## config.mk

```make
export PLATFORM = sky130hd
export DESIGN_NAME = noc_input_port
export DESIGN_NICKNAME = d
export VERILOG_FILES = /design/src/rtl/noc_input_port.sv
export SDC_FILE = /design/constraint.sdc
export NUM_CORES = 1
export LEC_CHECK = 0
export ABC_CLOCK_PERIOD_IN_PS = 4200
export BUFFER_PORTS_ARGS = -buffer_cell sky130_fd_sc_hd__buf_2
export CAP_MARGIN = 30
export CORE_MARGIN = 8
export CORE_UTILIZATION = 53
export DETAILED_ROUTE_END_ITERATION = 10
export PLACE_DENSITY = 0.78
export SKIP_CTS_REPAIR_TIMING = 1
export SLEW_MARGIN = 10
export SYNTH_ARGS = -nofsm -noshare
export SYNTH_HDL_FRONTEND = slang
export SYNTH_SLANG_ARGS = --single-unit
```

## constraint.sdc

```tcl
create_clock -name clk -period 4.2 [get_ports clk]
set_clock_uncertainty 0.05 [all_clocks]
set_input_delay 0.42 -clock clk [delete_from_list [all_inputs] [get_ports clk]]
set_output_delay 0.42 -clock clk [all_outputs]
set_load 0.1 [all_outputs]
```

## src/rtl/noc_input_port.sv

```systemverilog
// Router input port: credit-managed flit FIFO with XY route computation.
// Holds one output request per packet and returns a credit per dequeued flit.
module noc_input_port #(
    parameter int FLIT_W  = 20,
    parameter int DEPTH   = 8,
    parameter int COORD_W = 3,
    parameter int CUR_X   = 0,
    parameter int CUR_Y   = 0
) (
    input  logic                     clk,
    input  logic                     rst,
    input  logic [FLIT_W-1:0]        flit_in,
    input  logic                     flit_in_valid,
    output logic                     credit_out,
    output logic [FLIT_W-1:0]        flit_out,
    output logic                     flit_out_valid,
    output logic [4:0]               route_req,
    input  logic                     grant,
    output logic [$clog2(DEPTH):0]   fifo_count,
    output logic                     err_seq,
    output logic                     err_ovf
);

    localparam int AW = $clog2(DEPTH);
    localparam int XM = FLIT_W - 3;
    localparam int YM = XM - COORD_W;
    localparam logic [COORD_W-1:0] LX = COORD_W'(CUR_X);
    localparam logic [COORD_W-1:0] LY = COORD_W'(CUR_Y);

    typedef enum logic [1:0] {
        S_IDLE,
        S_ROUTE,
        S_ACTIVE
    } state_t;

    state_t            r_state;
    state_t            w_next;
    logic [FLIT_W-1:0] r_mem [DEPTH];
    logic [AW-1:0]     r_wptr;
    logic [AW-1:0]     r_rptr;
    logic [AW:0]       r_count;
    logic [4:0]        r_route;
    logic              r_credit;
    logic              r_err_seq;
    logic              r_err_ovf;

    logic              w_empty;
    logic              w_full;
    logic              w_push;
    logic              w_pop;
    logic              w_seq;
    logic              w_drop;
    logic              w_look_head;
    logic [FLIT_W-1:0] w_head;
    logic [COORD_W:0]  w_xd;
    logic [COORD_W:0]  w_yd;
    logic [4:0]        w_route;

    assign w_empty = (r_count == '0);
    assign w_full  = (r_count == (AW+1)'(DEPTH));
    assign w_head  = r_mem[r_rptr];

    // An empty FIFO lets IDLE judge the flit being written this edge.
    assign w_look_head = w_empty ? flit_in[FLIT_W-1] : w_head[FLIT_W-1];

    assign w_xd = {1'b0, w_head[XM -: COORD_W]} - {1'b0, LX};
    assign w_yd = {1'b0, w_head[YM -: COORD_W]} - {1'b0, LY};

    always_comb begin
        w_route = 5'b10000;
        if (w_xd != '0) begin
            w_route = w_xd[COORD_W] ? 5'b01000 : 5'b00010;
        end else if (w_yd != '0) begin
            w_route = w_yd[COORD_W] ? 5'b00100 : 5'b00001;
        end
    end

    always_comb begin
        w_next         = r_state;
        w_pop          = 1'b0;
        w_seq          = 1'b0;
        flit_out_valid = 1'b0;
        unique case (r_state)
            S_IDLE: begin
                if (!w_empty || flit_in_valid) begin
                    if (w_look_head) begin
                        w_next = S_ROUTE;
                    end else begin
                        w_pop = 1'b1;
                        w_seq = 1'b1;
                    end
                end
            end
            S_ROUTE: w_next = S_ACTIVE;
            S_ACTIVE: begin
                flit_out_valid = !w_empty;
                w_pop          = !w_empty && grant;
                if (w_pop && w_head[FLIT_W-2]) begin
                    w_next = S_IDLE;
                end
            end
            default: w_next = S_IDLE;
        endcase
    end

    assign w_push = flit_in_valid && (!w_full || w_pop);
    assign w_drop = flit_in_valid && !w_push;

    always_ff @(posedge clk) begin
        if (w_push) begin
            r_mem[r_wptr] <= flit_in;
        end
    end

    always_ff @(posedge clk or negedge rst) begin
        if (!rst) begin
            r_state   <= S_IDLE;
            r_wptr    <= '0;
            r_rptr    <= '0;
            r_count   <= '0;
            r_route   <= '0;
            r_credit  <= 1'b0;
            r_err_seq <= 1'b0;
            r_err_ovf <= 1'b0;
        end else begin
            r_state   <= w_next;
            r_credit  <= w_pop;
            r_err_seq <= w_seq;
            r_err_ovf <= r_err_ovf | w_drop;
            r_count   <= r_count + (AW+1)'(w_push) - (AW+1)'(w_pop);
            if (w_push) begin
                r_wptr <= r_wptr + AW'(1);
            end
            if (w_pop) begin
                r_rptr <= r_rptr + AW'(1);
            end
            if (r_state == S_ROUTE) begin
                r_route <= w_route;
            end else if (r_state == S_ACTIVE && w_next == S_IDLE) begin
                r_route <= '0;
            end
        end
    end

    assign flit_out   = w_empty ? '0 : w_head;
    assign fifo_count = r_count;
    assign route_req  = r_route;
    assign credit_out = r_credit;
    assign err_seq    = r_err_seq;
    assign err_ovf    = r_err_ovf;

endmodule

```

After elaboration in Yosys (flattened, before gate mapping)
Memories as Yosys holds them, arrays and structs flattened.
Index checks and enable logic that the tools add are counted.
{"block": "word_totals", "register_bits": 20, "mem_bits_rw": 160, "input_bits": 24, "mem_count": 1}
{"name": "r_mem", "words": 8, "width": 20, "read_ports": 1, "rd_ports_with_merged_regs": 0, "wr": 1, "line": "38", "text": "logic [FLIT_W-1:0] r_mem [DEPTH];"}
{"block": "classes", "addsub": 4, "n_eq_ne": 3, "n_mux": 17, "n_bitwise": 1, "reduce_logical": 16}
{"op": "2-to-1 mux 20 bit", "n": 1}
{"op": "2-to-1 mux 5 bit", "n": 4}
{"op": "nonzero test 4 bit", "n": 2}
{"op": "2-to-1 mux 1 bit", "n": 7}
{"op": "adder 3 x 1 -> 3 bit, second input constant", "n": 2}
{"op": "2-to-1 mux 2 bit", "n": 3}
{"op": "case mux 2 bit (3 select lines)", "n": 1}
{"op": "logical AND 1 bit", "n": 5}
{"op": "adder 4 x 1 -> 4 bit", "n": 1}
{"op": "== test 4 bit, second input constant", "n": 1}
{"op": "logical NOT 2 bit", "n": 2}
{"op": "logical NOT 4 bit", "n": 1}
{"op": "subtractor 4 x 1 -> 4 bit", "n": 1}
{"op": "logical NOT 1 bit", "n": 3}
{"op": "== test 2 x 1 -> 1 bit, second input constant", "n": 1}
{"op": "== test 2 bit, second input constant", "n": 1}
{"op": "logical OR 1 bit", "n": 2}
{"op": "case mux 1 bit (2 select lines)", "n": 1}
{"op": "nonzero test 2 bit", "n": 1}
{"op": "OR 1 bit", "n": 1}

Depth between registers and ports, before layout
Gate-level depths: netlist of run 1.
{"block": "depth", "depth_word": 10, "depth_mapped": 11, "ltp_nobuf": 11}

Least setup slack after synthesis of run 1
No wires, ideal clock.
{"block": "synth_path", "path_kind": "flip-flop to flip-flop", "from": "register r_count[2], in the netlist fifo_count[2]", "to": "memory r_mem[0][0] (enable)", "setup_time_ps": 448, "t_arrival_ps": 4362, "required_ps": 3702, "path_slack_ps": -660, "path_stages_with_launch": 8, "n_path_buf": 0, "synth_period_minus_slack_ps": 4860, "path_cell_list": "dfrtp_1 -> inv_1 -> ha_1 -> nor3b_2 -> or4b_2 -> o211ai_4 -> nor2_2 -> nor4_1"}
{"block": "synth_between", "elab_chain_len": 9, "word_cells_on_any_way": 14, "cone_classes": "eq/ne: 1; mux: 6; reduce/logical: 7"}
{"element": "start, declared", "line": "41", "text": "logic [AW:0] r_count;"}
{"element": "start signal, assigned", "line": "130", "text": "r_count <= r_count + (AW+1)'(w_push) - (AW+1)'(w_pop);"}
{"element": "logical NOT 4 bit *", "line": "59", "text": "assign w_empty = (r_count == '0);"}
{"element": "2-to-1 mux 1 bit / logical NOT 1 bit (equally long branches)", "line": "64, 85, 97"}
{"element": "2-to-1 mux 1 bit / logical OR 1 bit (equally long branches)", "line": "86, 85"}
{"element": "2-to-1 mux 1 bit", "line": "85", "text": "if (!w_empty || flit_in_valid) begin"}
{"element": "case mux 1 bit (2 select lines) *", "line": "83", "text": "unique case (r_state)"}
{"element": "via w_pop", "line": "50", "text": "logic w_pop;"}
{"element": "logical OR 1 bit *", "line": "106", "text": "assign w_push = flit_in_valid && (!w_full || w_pop);"}
{"element": "logical AND 1 bit *", "line": "106"}
{"element": "2-to-1 mux 1 bit *", "line": "110", "text": "if (w_push) begin"}
{"element": "2-to-1 mux 1 bit (not written as such) *", "line": "111", "text": "r_mem[r_wptr] <= flit_in;"}
{"element": "end, declared", "line": "38"}
Mark *: on every way through the listed nets, which the timed path passes. The rest lies on a longest branch.

Worst setup path after layout of run 1
{"block": "layout_path", "from": "register r_count[2], in the netlist fifo_count[2]", "to": "register r_count[3], in the netlist fifo_count[3]"}
{"block": "layout_between", "elab_chain_len": 9, "word_cells_on_any_way": 14, "cone_classes": "add/sub: 2; eq/ne: 1; mux: 4; reduce/logical: 7"}
{"element": "logical NOT 4 bit *", "line": "59"}
{"element": "2-to-1 mux 1 bit / logical NOT 1 bit (equally long branches)", "line": "64, 85, 97"}
{"element": "2-to-1 mux 1 bit / logical OR 1 bit (equally long branches)", "line": "86, 85"}
{"element": "2-to-1 mux 1 bit", "line": "85"}
{"element": "case mux 1 bit (2 select lines) *", "line": "83"}
{"element": "via w_pop", "line": "50"}
{"element": "logical OR 1 bit", "line": "106"}
{"element": "logical AND 1 bit", "line": "106"}
{"element": "adder 4 x 1 -> 4 bit", "line": "130"}
{"element": "subtractor 4 x 1 -> 4 bit *", "line": "130"}
Marks and branches as above.
A chain may end at the register's enable or synchronous reset.

==> parameters.txt, run 1 <==
Parameter                              Value

Floorplanning
  Starting utilization of the core area ... 53.82%
  Height of the chip ... 131.5 um
  Number of rows in the core area ... 42
  Floorplan Core Area ... 13140 um^2
  Boundary Pins ... 57
  Horiz. Die Dim ... 131.5 um
  Die area ... 17290 um^2

Setup path
  Slowest cell on the critical path ... sky130_fd_sc_hd__or4b_2
  Worst stage delay on the critical path ... 0.66 ns
  Cell mode on critical path ... sky130_fd_sc_hd__ha_1
  Cells along the critical path ... inv_1, ha_1, nor3b_4, buf_4, or4b_2, o211ai_4, nand2b_1, ha_1, a21o_1, a21oi_1, xor2_1
  Setup Crit Path Kind ... register to register
  Worst setup SP type ... register
  Critical Path Sink Type ... register
  Maximum fanout along the worst path ... 26
  Critical path data arrival time ... 3.44 ns
  Critical path required time ... 4.50 ns

Routing
  First-pass iteration count of the detailed router ... 4
  Detailed-route DRC error count ... 0
  Iteration-0 DRC Markers ... 268
  Vias post-DR ... 3476
  Average routed wire per standard cell ... 21.40 um
  Post-Route WL ... 13.05 mm
  Routed via count divided by cell count ... 5.698
  Antenna Violating Nets Remaining ... 0

Flow run
  Max cap viols ... 0

Synthesis
  Synthesized flop and latch total ... 178
  Share of synthesized area occupied by flip-flops and latches ... 74.32%
  Post-synthesis cell area ... 7071 um^2
  Synthesis Warnings ... 0
  Most common flop cell mapped by yosys ... sky130_fd_sc_hd__edfxtp_1
  Compound-gate portion of the synthesized area ... 1.858%
  Post-synthesis share of cell area spent on and, or, nand and nor gates ... 3.999%
  Synth area leader ... sky130_fd_sc_hd__edfxtp_1
  Share of flip-flops with an asynchronous set or reset after synthesis ... 10.11%
  Yosys top cell area share ... 67.95%
  Area share of xor/xnor cells in the synthesized design ... 0.7432%
  Combinational family with the most area after synthesis ... multiplexers
  Number of enable flip-flop cells after synthesis ... 160
  Share of synthesized cell area in full adder, half adder and majority cells ... 1.522%
  Number of different library cells in the post-synthesis netlist ... 39
  Main area contributors after synthesis ... sky130_fd_sc_hd__edfxtp_1 68%, sky130_fd_sc_hd__mux4_2 13%, sky130_fd_sc_hd__dfrtp_1 6.4%
  Average cell area after synthesis ... 20.20 um^2
  Mux cell area share after synthesis ... 16.01%
  Gate count of the mapped netlist ... 350

Hold path
  Worst hold-check path type ... input port to register

Clock tree
  TritonCTS clock tree ... yes
  Clock tree root driver cell ... sky130_fd_sc_hd__clkbuf_16
  Inserted Clock Buffers ... 17
  Clock tree buffer depth ... 2
  Clk_lat worst skew ... 0.43 ns
  Clock transition time at the flip-flop clock pins of the worst setup and hold paths ... 0.06 ns
  Count of H-tree levels built during CTS ... 4
  Number of sinks handled by clock tree synthesis ... 178

STA
  Max-slew violation total from the final report ... 0
  Final worst path period share ... 74.84%
  Setup-failing EPs final ... 0
  Number of hold violations in the final report ... 0
  Fmax ... 318.2 MHz
  Final worst slack ... 1.057 ns
  Transition time of the tightest slew-check pin ... 0.5209 ns
  Unrepaired setup endpoints after global routing ... false
  Post-layout min period ... 3.143 ns
  Relative max-transition margin ... 65.28%

Cells and area
  Cell area after layout ... 8195 um^2
  Share of final-layout standard cells stronger than drive strength 1 ... 35.48%
  Multi-input gate area in the final layout ... 1758 um^2
  Final-layout fill cell count ... 947
  Finished Core Util ... 62.38%
  Antenna diodes ... 0
  Synthesis-to-finish area growth ... 15.91%
  Final-stage net count ... 455
  Seq. cell area ... 5256 um^2

Global routing
  Wire length of the first global-routing pass ... 20.93 mm
  Global-route usage over all layers ... 16.04%
  Maximum number of pins on one net before global-route repair ... 27
  Number of antenna violations at the first check in global routing ... 1
  Vias in the first global route ... 3822
  Grt ovf ... 0

Placed design
  Gp weighted congestion ... 0.7724
  HPWL Detailed ... 8.165 mm
  Minimum setup slack after placement ... 1.061 ns
  Number of buffer cells added on primary ports ... 54
  Placed cell areas ... 7636 um^2

Run status
  Result of the run ... complete, no violations
==> per-stage QoR <==
stage,setup TNS [ns],hold WS [ns],instances
floorplan,-33.81,0.07441,351
global placement,0,0.3143,579
detailed placement,0,0.3217,579
CTS,0,-0.1417,609
global route,0,0.1985,610
finish,0,0.2103,610
==> metal layers <==
metal	GRT usage [%]	share of wire, %	vias to the layer above
li1	-	-	1550
met1	18.88	41	1796
met2	26.13	51	102
met3	5.755	6.0	26
met4	7.020	2.0	2
met5	0	0.092	-
==> Yosys cell counts, types with 3 or more instances <==
cell,number
sky130_fd_sc_hd__inv_1,5
sky130_fd_sc_hd__a21oi_1,3
sky130_fd_sc_hd__nor3b_1,3
sky130_fd_sc_hd__mux4_2,40
sky130_fd_sc_hd__nand2_1,7
sky130_fd_sc_hd__buf_2,6
sky130_fd_sc_hd__edfxtp_1,160
sky130_fd_sc_hd__clkbuf_1,8
sky130_fd_sc_hd__o21ai_0,3
sky130_fd_sc_hd__nor3_1,8
sky130_fd_sc_hd__nor2_1,25
sky130_fd_sc_hd__nand2b_1,4
sky130_fd_sc_hd__ha_1,7
sky130_fd_sc_hd__mux2i_1,19
sky130_fd_sc_hd__dfrtp_1,18
sky130_fd_sc_hd__xnor2_1,3
sky130_fd_sc_hd__xor2_1,3
==> sequential cells by signal (all words and copies together), names as in the netlist <==
name / flops
route_req: 3
err_ovf: 1
credit_out: 1
r_state: 2
err_seq: 1
r_rptr: 3
r_mem: 160
r_wptr: 3
fifo_count: 4
==> cells by family (layout without fill, tap and decap cells) <==
kind of cell | after synthesis | count (layout)
DFF | 178 | 178
muxes | 62 | 62
and+or+nand+nor | 57 | 57
buffers and inverters | 22 | 105
AOI/OAI and AO/OA | 16 | 16
adders and majority gates | 8 | 8
xor gates and xnor gates | 6 | 6
other | 1 | 2
==> final timing paths <==
kind                                from            end  slack [ns]  cells past startpoint
min in group asynchronous            rst     r_state[1]        0.40                      2
max in group asynchronous            rst      r_rptr[0]        3.39                      2
setup reg to reg           fifo_count[2]  fifo_count[3]        1.06                     11
hold reg to reg                  err_ovf        err_ovf        0.41                      1
setup / recovery           fifo_count[2]  fifo_count[3]        1.06                     11
hold / removal               flit_in[11]   r_mem[5][11]        0.21                      1
==> cell usage in the layout, fill, tap and decap left out, types with 4 or more instances in the layout <==
master,synthesis,routed
sky130_fd_sc_hd__mux4_2,40,40
sky130_fd_sc_hd__buf_4,2,15
sky130_fd_sc_hd__ha_1,7,7
sky130_fd_sc_hd__dfrtp_1,18,17
sky130_fd_sc_hd__edfxtp_1,160,160
sky130_fd_sc_hd__nand2_1,7,7
sky130_fd_sc_hd__inv_1,5,5
sky130_fd_sc_hd__buf_2,6,54
sky130_fd_sc_hd__mux2i_1,19,19
sky130_fd_sc_hd__clkinvlp_4,0,4
sky130_fd_sc_hd__nand2b_1,4,4
sky130_fd_sc_hd__clkbuf_16,0,17
sky130_fd_sc_hd__nor3_2,0,4
sky130_fd_sc_hd__nor3_1,8,4
sky130_fd_sc_hd__nor2_1,25,23
==> critical path: cells and delay by family (launching register included) <==
| kind | cells | cell delay, ns |
|---|---|---|
| compound gates | 3 | 0.56 |
| flops | 1 | 0.37 |
| buf+inv | 2 | 0.43 |
| xor+xnor | 1 | 0.16 |
| fa+ha+maj | 2 | 0.47 |
| simple gates | 3 | 1.02 |
==> area by class of cell <==
| cell class | count | area share, % |
|---|---|---|
| Clock buffer | 19 | 5.282 |
| Clock inverter | 11 | 1.420 |
| Inverter | 5 | 0.2290 |
| Multi-Input combinational cell | 151 | 21.45 |
| Sequential cell | 178 | 64.14 |
| Tap cell | 176 | 2.687 |
| Timing Repair Buffer | 70 | 4.794 |
Power of run 1 is not shown: default switching activity piles up to over one toggle a cycle in this logic, so the estimate is an artifact.
==> run 2, diff against run 1 <==
Settings changed: ABC_CLOCK_PERIOD_IN_PS 4200 to 2900, CORE_UTILIZATION 53 to 59, PLACE_DENSITY 0.78 to 0.82.
Clock period 4.2 ns to 2.9 ns, I/O delays scaled along.
==> parameters.txt, run 2 (synthesis results as in run 1) <==
Parameter                              Value

Run status
  Result of the run ... complete, no violations

STA
  Max-slew violation total from the final report ... 0
  Number of hold violations in the final report ... 0
  Setup-failing EPs final ... 0
  Fin Setup TNS ... 0 ns
  Post-layout min period ... 2.771 ns
  Final worst path period share ... 95.57%
  Fmax ... 360.8 MHz
  Relative max-transition margin ... 61.54%
  Transition time of the tightest slew-check pin ... 0.5769 ns

Hold path
  Hold path endpoint ... r_mem[2][11]
  Worst hold-check path type ... input port to register
  Hold Crit Start ... flit_in[11]
  Worst hold path cell count ... 1

Floorplanning
  Height of the chip ... 125.5 um
  Floorplan Core Area ... 11860 um^2
  Horiz. Die Dim ... 125.5 um
  Boundary Pins ... 57
  Die area ... 15740 um^2
  Number of rows in the core area ... 40
  Starting utilization of the core area ... 59.61%

Routing
  First-pass iteration count of the detailed router ... 4
  Iteration-0 DRC Markers ... 239
  Detailed-route DRC error count ... 0
  Antenna Violating Nets Remaining ... 0
  Routed via count divided by cell count ... 6.082
  Post-Route WL ... 13.52 mm
  Average routed wire per standard cell ... 23.15 um
  Vias post-DR ... 3552

Flow run
  Max cap viols ... 0

Global routing
  Number of antenna violations at the first check in global routing ... 0
  Vias in the first global route ... 3861
  Most utilized layer in the global route result ... met2
  M2 GR Usage ... 30.04%
  Grt met1 use ... 22.49%
  Grt ovf ... 0
  Maximum number of pins on one net before global-route repair ... 41
  Global-route usage over all layers ... 18.29%
  Global Route met3 Usage ... 5.142%
  Wire length of the first global-routing pass ... 21.51 mm

Clock tree
  Count of H-tree levels built during CTS ... 4
  Clock tree root driver cell ... sky130_fd_sc_hd__clkbuf_16
  Inserted Clock Buffers ... 17
  Clock tree buffer depth ... 2
  Clk_lat worst skew ... 0.43 ns
  Clock transition time at the flip-flop clock pins of the worst setup and hold paths ... 0.06 ns
  TritonCTS clock tree ... yes
  Number of sinks handled by clock tree synthesis ... 178

Setup path
  Critical Path Sink Type ... register
  Slowest cell on the critical path ... sky130_fd_sc_hd__or4b_4
  Setup Crit Path Kind ... register to register
  Worst reg-to-reg path cell count ... 9
  Endpoint of the most critical register-to-register path ... r_mem[4][17]
  Critical path required time ... 2.98 ns
  Worst setup SP type ... register
  Maximum fanout along the worst path ... 20
  Worst stage delay on the critical path ... 0.51 ns
  Critical path data arrival time ... 2.85 ns
  Reg-to-reg startpoint ... fifo_count[3]
  Cells along the critical path ... inv_2, ha_4, nor3b_4, or4b_4, o211ai_4, buf_4, o21ai_2, nor3_4, buf_12
  Setup slack of the worst register-to-register path ... 0.13 ns

Cells and area
  Synthesis-to-finish area growth ... 22.85%
  Leading cell types in the layout, fill and taps excluded ... 160 x sky130_fd_sc_hd__edfxtp_1, 40 x sky130_fd_sc_hd__mux4_2, 34 x sky130_fd_sc_hd__buf_2
  Most common library cell in the layout ignoring fill and taps ... sky130_fd_sc_hd__edfxtp_1
  Final-layout fill cell count ... 681
  Final-stage net count ... 457
  Max reg flops ... 160
  Antenna diodes ... 0
  Share of final-layout standard cells stronger than drive strength 1 ... 41.88%
  Finished Core Util ... 73.23%
  Largest register by flop count ... r_mem

Placed design
  Gp weighted congestion ... 0.6956
  Number of buffer cells added on primary ports ... 54
  HPWL Detailed ... 8.578 mm
## run 2: cell count changes in the layout (fill, tap and decap cells not counted), moves of 3 or more
cell	change
sky130_fd_sc_hd__buf_12	+26
sky130_fd_sc_hd__buf_2	-20
sky130_fd_sc_hd__nor2_1	-18
sky130_fd_sc_hd__nor2_2	+15
sky130_fd_sc_hd__buf_4	-5
sky130_fd_sc_hd__dfrtp_1	-4
sky130_fd_sc_hd__nor3_2	-4
sky130_fd_sc_hd__nor3_4	+4
sky130_fd_sc_hd__nor2_4	+3
## run 2: area by class of cell
class                           count  area, um^2  share of cell area, %
Multi-Input combinational cell    151        1884                  21.69
Clock buffer                       19       432.9                  4.984
Timing Repair Buffer               72       787.0                  9.061
Sequential cell                   178        5266                  60.63
Tap cell                          147       183.9                  2.118
Clock inverter                     12       110.1                  1.268
Inverter                            5       21.27                 0.2449
## run 2: worst max path at each step
stage | from | to | slack [ns] | cells after the start
floorplan | fifo_count[3] | r_mem[0][0] | -0.16 | 7
global placement | fifo_count[3] | r_mem[5][10] | 0.24 | 9
detailed placement | fifo_count[3] | fifo_count[3] | 0.16 | 10
CTS | r_rptr[0] | flit_out[14] | 0.03 | 5
global route | fifo_count[3] | r_mem[5][9] | -0.0009 | 9
finish | fifo_count[3] | r_mem[4][17] | 0.13 | 9
## run 2: routing by layer
layer  wire length (um)  up-vias
met2               7005      126
met4                204        0
li1                   -     1555
met5                  0        -
met3                778       15
met1               5534     1856
## run 2: through the flow
step / area, um^2 / setup slack (ns) / hold WS [ns] / cells
floorplan: 7249 / -0.1633 / -0.05559 / 351
global placement: 8122 / 0.2351 / 0.1833 / 552
detailed placement: 8122 / 0.1555 / 0.1946 / 552
CTS: 8665 / 0.03098 / -0.2660 / 583
global route: 8686 / -0.0009013 / 0.08044 / 584
finish: 8686 / 0.1286 / 0.08845 / 584
## run 2: worst max-delay path, delay by kind of cell (launching register included)
family	cells	cell delay [ns]
AO/OA/AOI/OAI	2	0.33
adder cells (fa/ha/maj)	1	0.12
buffers and inverters	3	0.49
flip-flops	1	0.48
AND/OR/NAND/NOR	3	0.97
Power of run 2 is left out for the same reason.
==> run 3, diff against run 2 <==
--- a/config.mk
+++ b/config.mk
@@ -14,5 +14,5 @@
 export PLACE_DENSITY = 0.82
 export SKIP_CTS_REPAIR_TIMING = 1
-export SLEW_MARGIN = 10
+export SLEW_MARGIN = 20
 export SYNTH_ARGS = -nofsm -noshare
 export SYNTH_HDL_FRONTEND = slang
==> constraint.sdc (replaced) <==
create_clock -name clk -period 2.9 [get_ports clk]
set_clock_uncertainty 0.05 [all_clocks]
set_input_delay 0.435 -clock clk [delete_from_list [all_inputs] [get_ports clk]]
set_output_delay 0.435 -clock clk [all_outputs]
set_load 0.1 [all_outputs]
==> parameters.txt, run 3 (synthesis results as in run 1) <==
Parameter                              Value

STA
  Max-slew violation total from the final report ... 0
  Setup-failing EPs final ... 0
  Post-route worst hold slack ... 0.2271 ns
  Transition time of the tightest slew-check pin ... 0.5258 ns
  Number of hold violations in the final report ... 0
  Relative max-transition margin ... 64.95%
  Post-layout min period ... 2.760 ns
  Fmax ... 362.4 MHz
  Final worst path period share ... 95.16%
  Unrepaired setup endpoints after global routing ... false

Placed design
  Placed cell areas ... 8172 um^2
  Number of buffer cells added on primary ports ... 54
  HPWL Detailed ... 8.296 mm
  Gp weighted congestion ... 0.7351

Routing
  First-pass iteration count of the detailed router ... 4
  Antenna Violating Nets Remaining ... 0
  Detailed-route DRC error count ... 0
  Routed via count divided by cell count ... 5.937
  Vias post-DR ... 3473
  Iteration-0 DRC Markers ... 346
  Average routed wire per standard cell ... 23.92 um
  Post-Route WL ... 14.00 mm

Global routing
  Most utilized layer in the global route result ... met2
  Global-route usage over all layers ... 19.02%
  Number of antenna violations at the first check in global routing ... 1
  Grt met1 use ... 23.85%
  M2 GR Usage ... 30.93%
  Grt ovf ... 0
  Wire length of the first global-routing pass ... 22.07 mm
  Vias in the first global route ... 3798
  Global Route met3 Usage ... 6.162%
  Maximum number of pins on one net before global-route repair ... 31

Setup path
  Count of buffer and inverter cells on the critical path ... 1
  Critical path data arrival time ... 3.01 ns
  Cells along the critical path ... inv_2, ha_4, nor3b_4, or4b_4, o211ai_4, o21ai_0, ha_1, fa_1, xor2_1
  Worst setup SP type ... register
  Critical Path Sink Type ... register
  Setup Crit Path Kind ... register to register
  Worst stage delay on the critical path ... 0.51 ns
  Cell class contributing the biggest share of worst-path delay ... simple AND/OR/NAND/NOR gates
  Slowest cell on the critical path ... sky130_fd_sc_hd__or4b_4
  Maximum fanout along the worst path ... 6
  Critical path required time ... 3.15 ns

Cells and area
  Final-layout fill cell count ... 670
  Cell area after layout ... 8742 um^2
  Share of final-layout standard cells stronger than drive strength 1 ... 42.01%
  Synthesis-to-finish area growth ... 23.64%
  Antenna diodes ... 0
  Most common library cell in the layout ignoring fill and taps ... sky130_fd_sc_hd__edfxtp_1
  Max reg flops ... 160
  Leading cell types in the layout, fill and taps excluded ... 160 x sky130_fd_sc_hd__edfxtp_1, 40 x sky130_fd_sc_hd__mux4_2, 34 x sky130_fd_sc_hd__buf_2
  Finished Core Util ... 73.70%
  Final-stage net count ... 457
  Largest register by flop count ... r_mem

Clock tree
  Count of H-tree levels built during CTS ... 4
  TritonCTS clock tree ... yes
  Clock transition time at the flip-flop clock pins of the worst setup and hold paths ... 0.06 ns
  Clock tree root driver cell ... sky130_fd_sc_hd__clkbuf_16
  Clock tree buffer depth ... 2
  Clk_lat worst skew ... 0.42 ns
  Number of sinks handled by clock tree synthesis ... 178
  Inserted Clock Buffers ... 17

Floorplanning
  Boundary Pins ... 57
  Height of the chip ... 125.5 um
  Die area ... 15740 um^2
  Horiz. Die Dim ... 125.5 um
  Number of rows in the core area ... 40
  Floorplan Core Area ... 11860 um^2
  Starting utilization of the core area ... 59.61%

Hold path
  Worst hold-check path type ... input port to register

Run status
  Result of the run ... complete, no violations

Flow run
  Max cap viols ... 0
==> run 3: cell count changes in the layout (fill, tap and decap cells not counted), sizes merged <==
cell	previous run	this run
inv	8	6
clkinvlp	4	3
bufinv	1	2
clkbuf	19	21
clkinv	4	5
==> run 3: per-layer routing <==
layer  vias up  wire length [um]
li1       1553                 -
met1      1773              5541
met2       136              7254
met3         9              1110
met4         2                76
met5         -                12
==> run 3: cell type report <==
cell class                 count  area (um^2)  share of cell area [%]
clock buffer                  21        440.4                   5.038
inverter                       5        21.27                  0.2433
clock inverter                11        112.6                   1.288
tap                          147        183.9                   2.104
sequential                   178         5266                   60.24
multi-input combinational    151         1897                   21.70
timing repair buffer          72        820.8                   9.389
==> run 3: worst register-to-register path: stages, from the launching register on <==
cell	delay (ns)
sky130_fd_sc_hd__dfrtp_4	0.49
sky130_fd_sc_hd__inv_2	0.08
sky130_fd_sc_hd__ha_4	0.12
sky130_fd_sc_hd__nor3b_4	0.26
sky130_fd_sc_hd__or4b_4	0.51
sky130_fd_sc_hd__o211ai_4	0.16
sky130_fd_sc_hd__o21ai_0	0.18
sky130_fd_sc_hd__ha_1	0.24
sky130_fd_sc_hd__fa_1	0.39
sky130_fd_sc_hd__xor2_1	0.18
==> run 3: worst paths after layout <==
check / from / to / depth (start not counted) / slack [ns]
worst max-delay path: fifo_count[3] / fifo_count[2] / 9 / 0.14
worst min register to register: err_ovf / err_ovf / 1 / 0.43
worst max register to register: fifo_count[3] / fifo_count[2] / 9 / 0.14
worst min-delay path: flit_in[8] / r_mem[7][8] / 1 / 0.23
max in group asynchronous: rst / fifo_count[2] / 2 / 2.02
min in group asynchronous: rst / route_req[1] / 2 / 0.44
==> run 3: through the flow <==
step	TNS, ns	setup slack (ns)	std cells
2_1_floorplan	-9.282	-0.1760	351
3_3_place_gp	0	0.2698	552
3_5_place_dp	0	0.1716	552
4_1_cts	0	0.05546	584
5_1_grt	0	0.04053	585
6_report	0	0.1403	585
Power of run 3 is left out for the same reason.
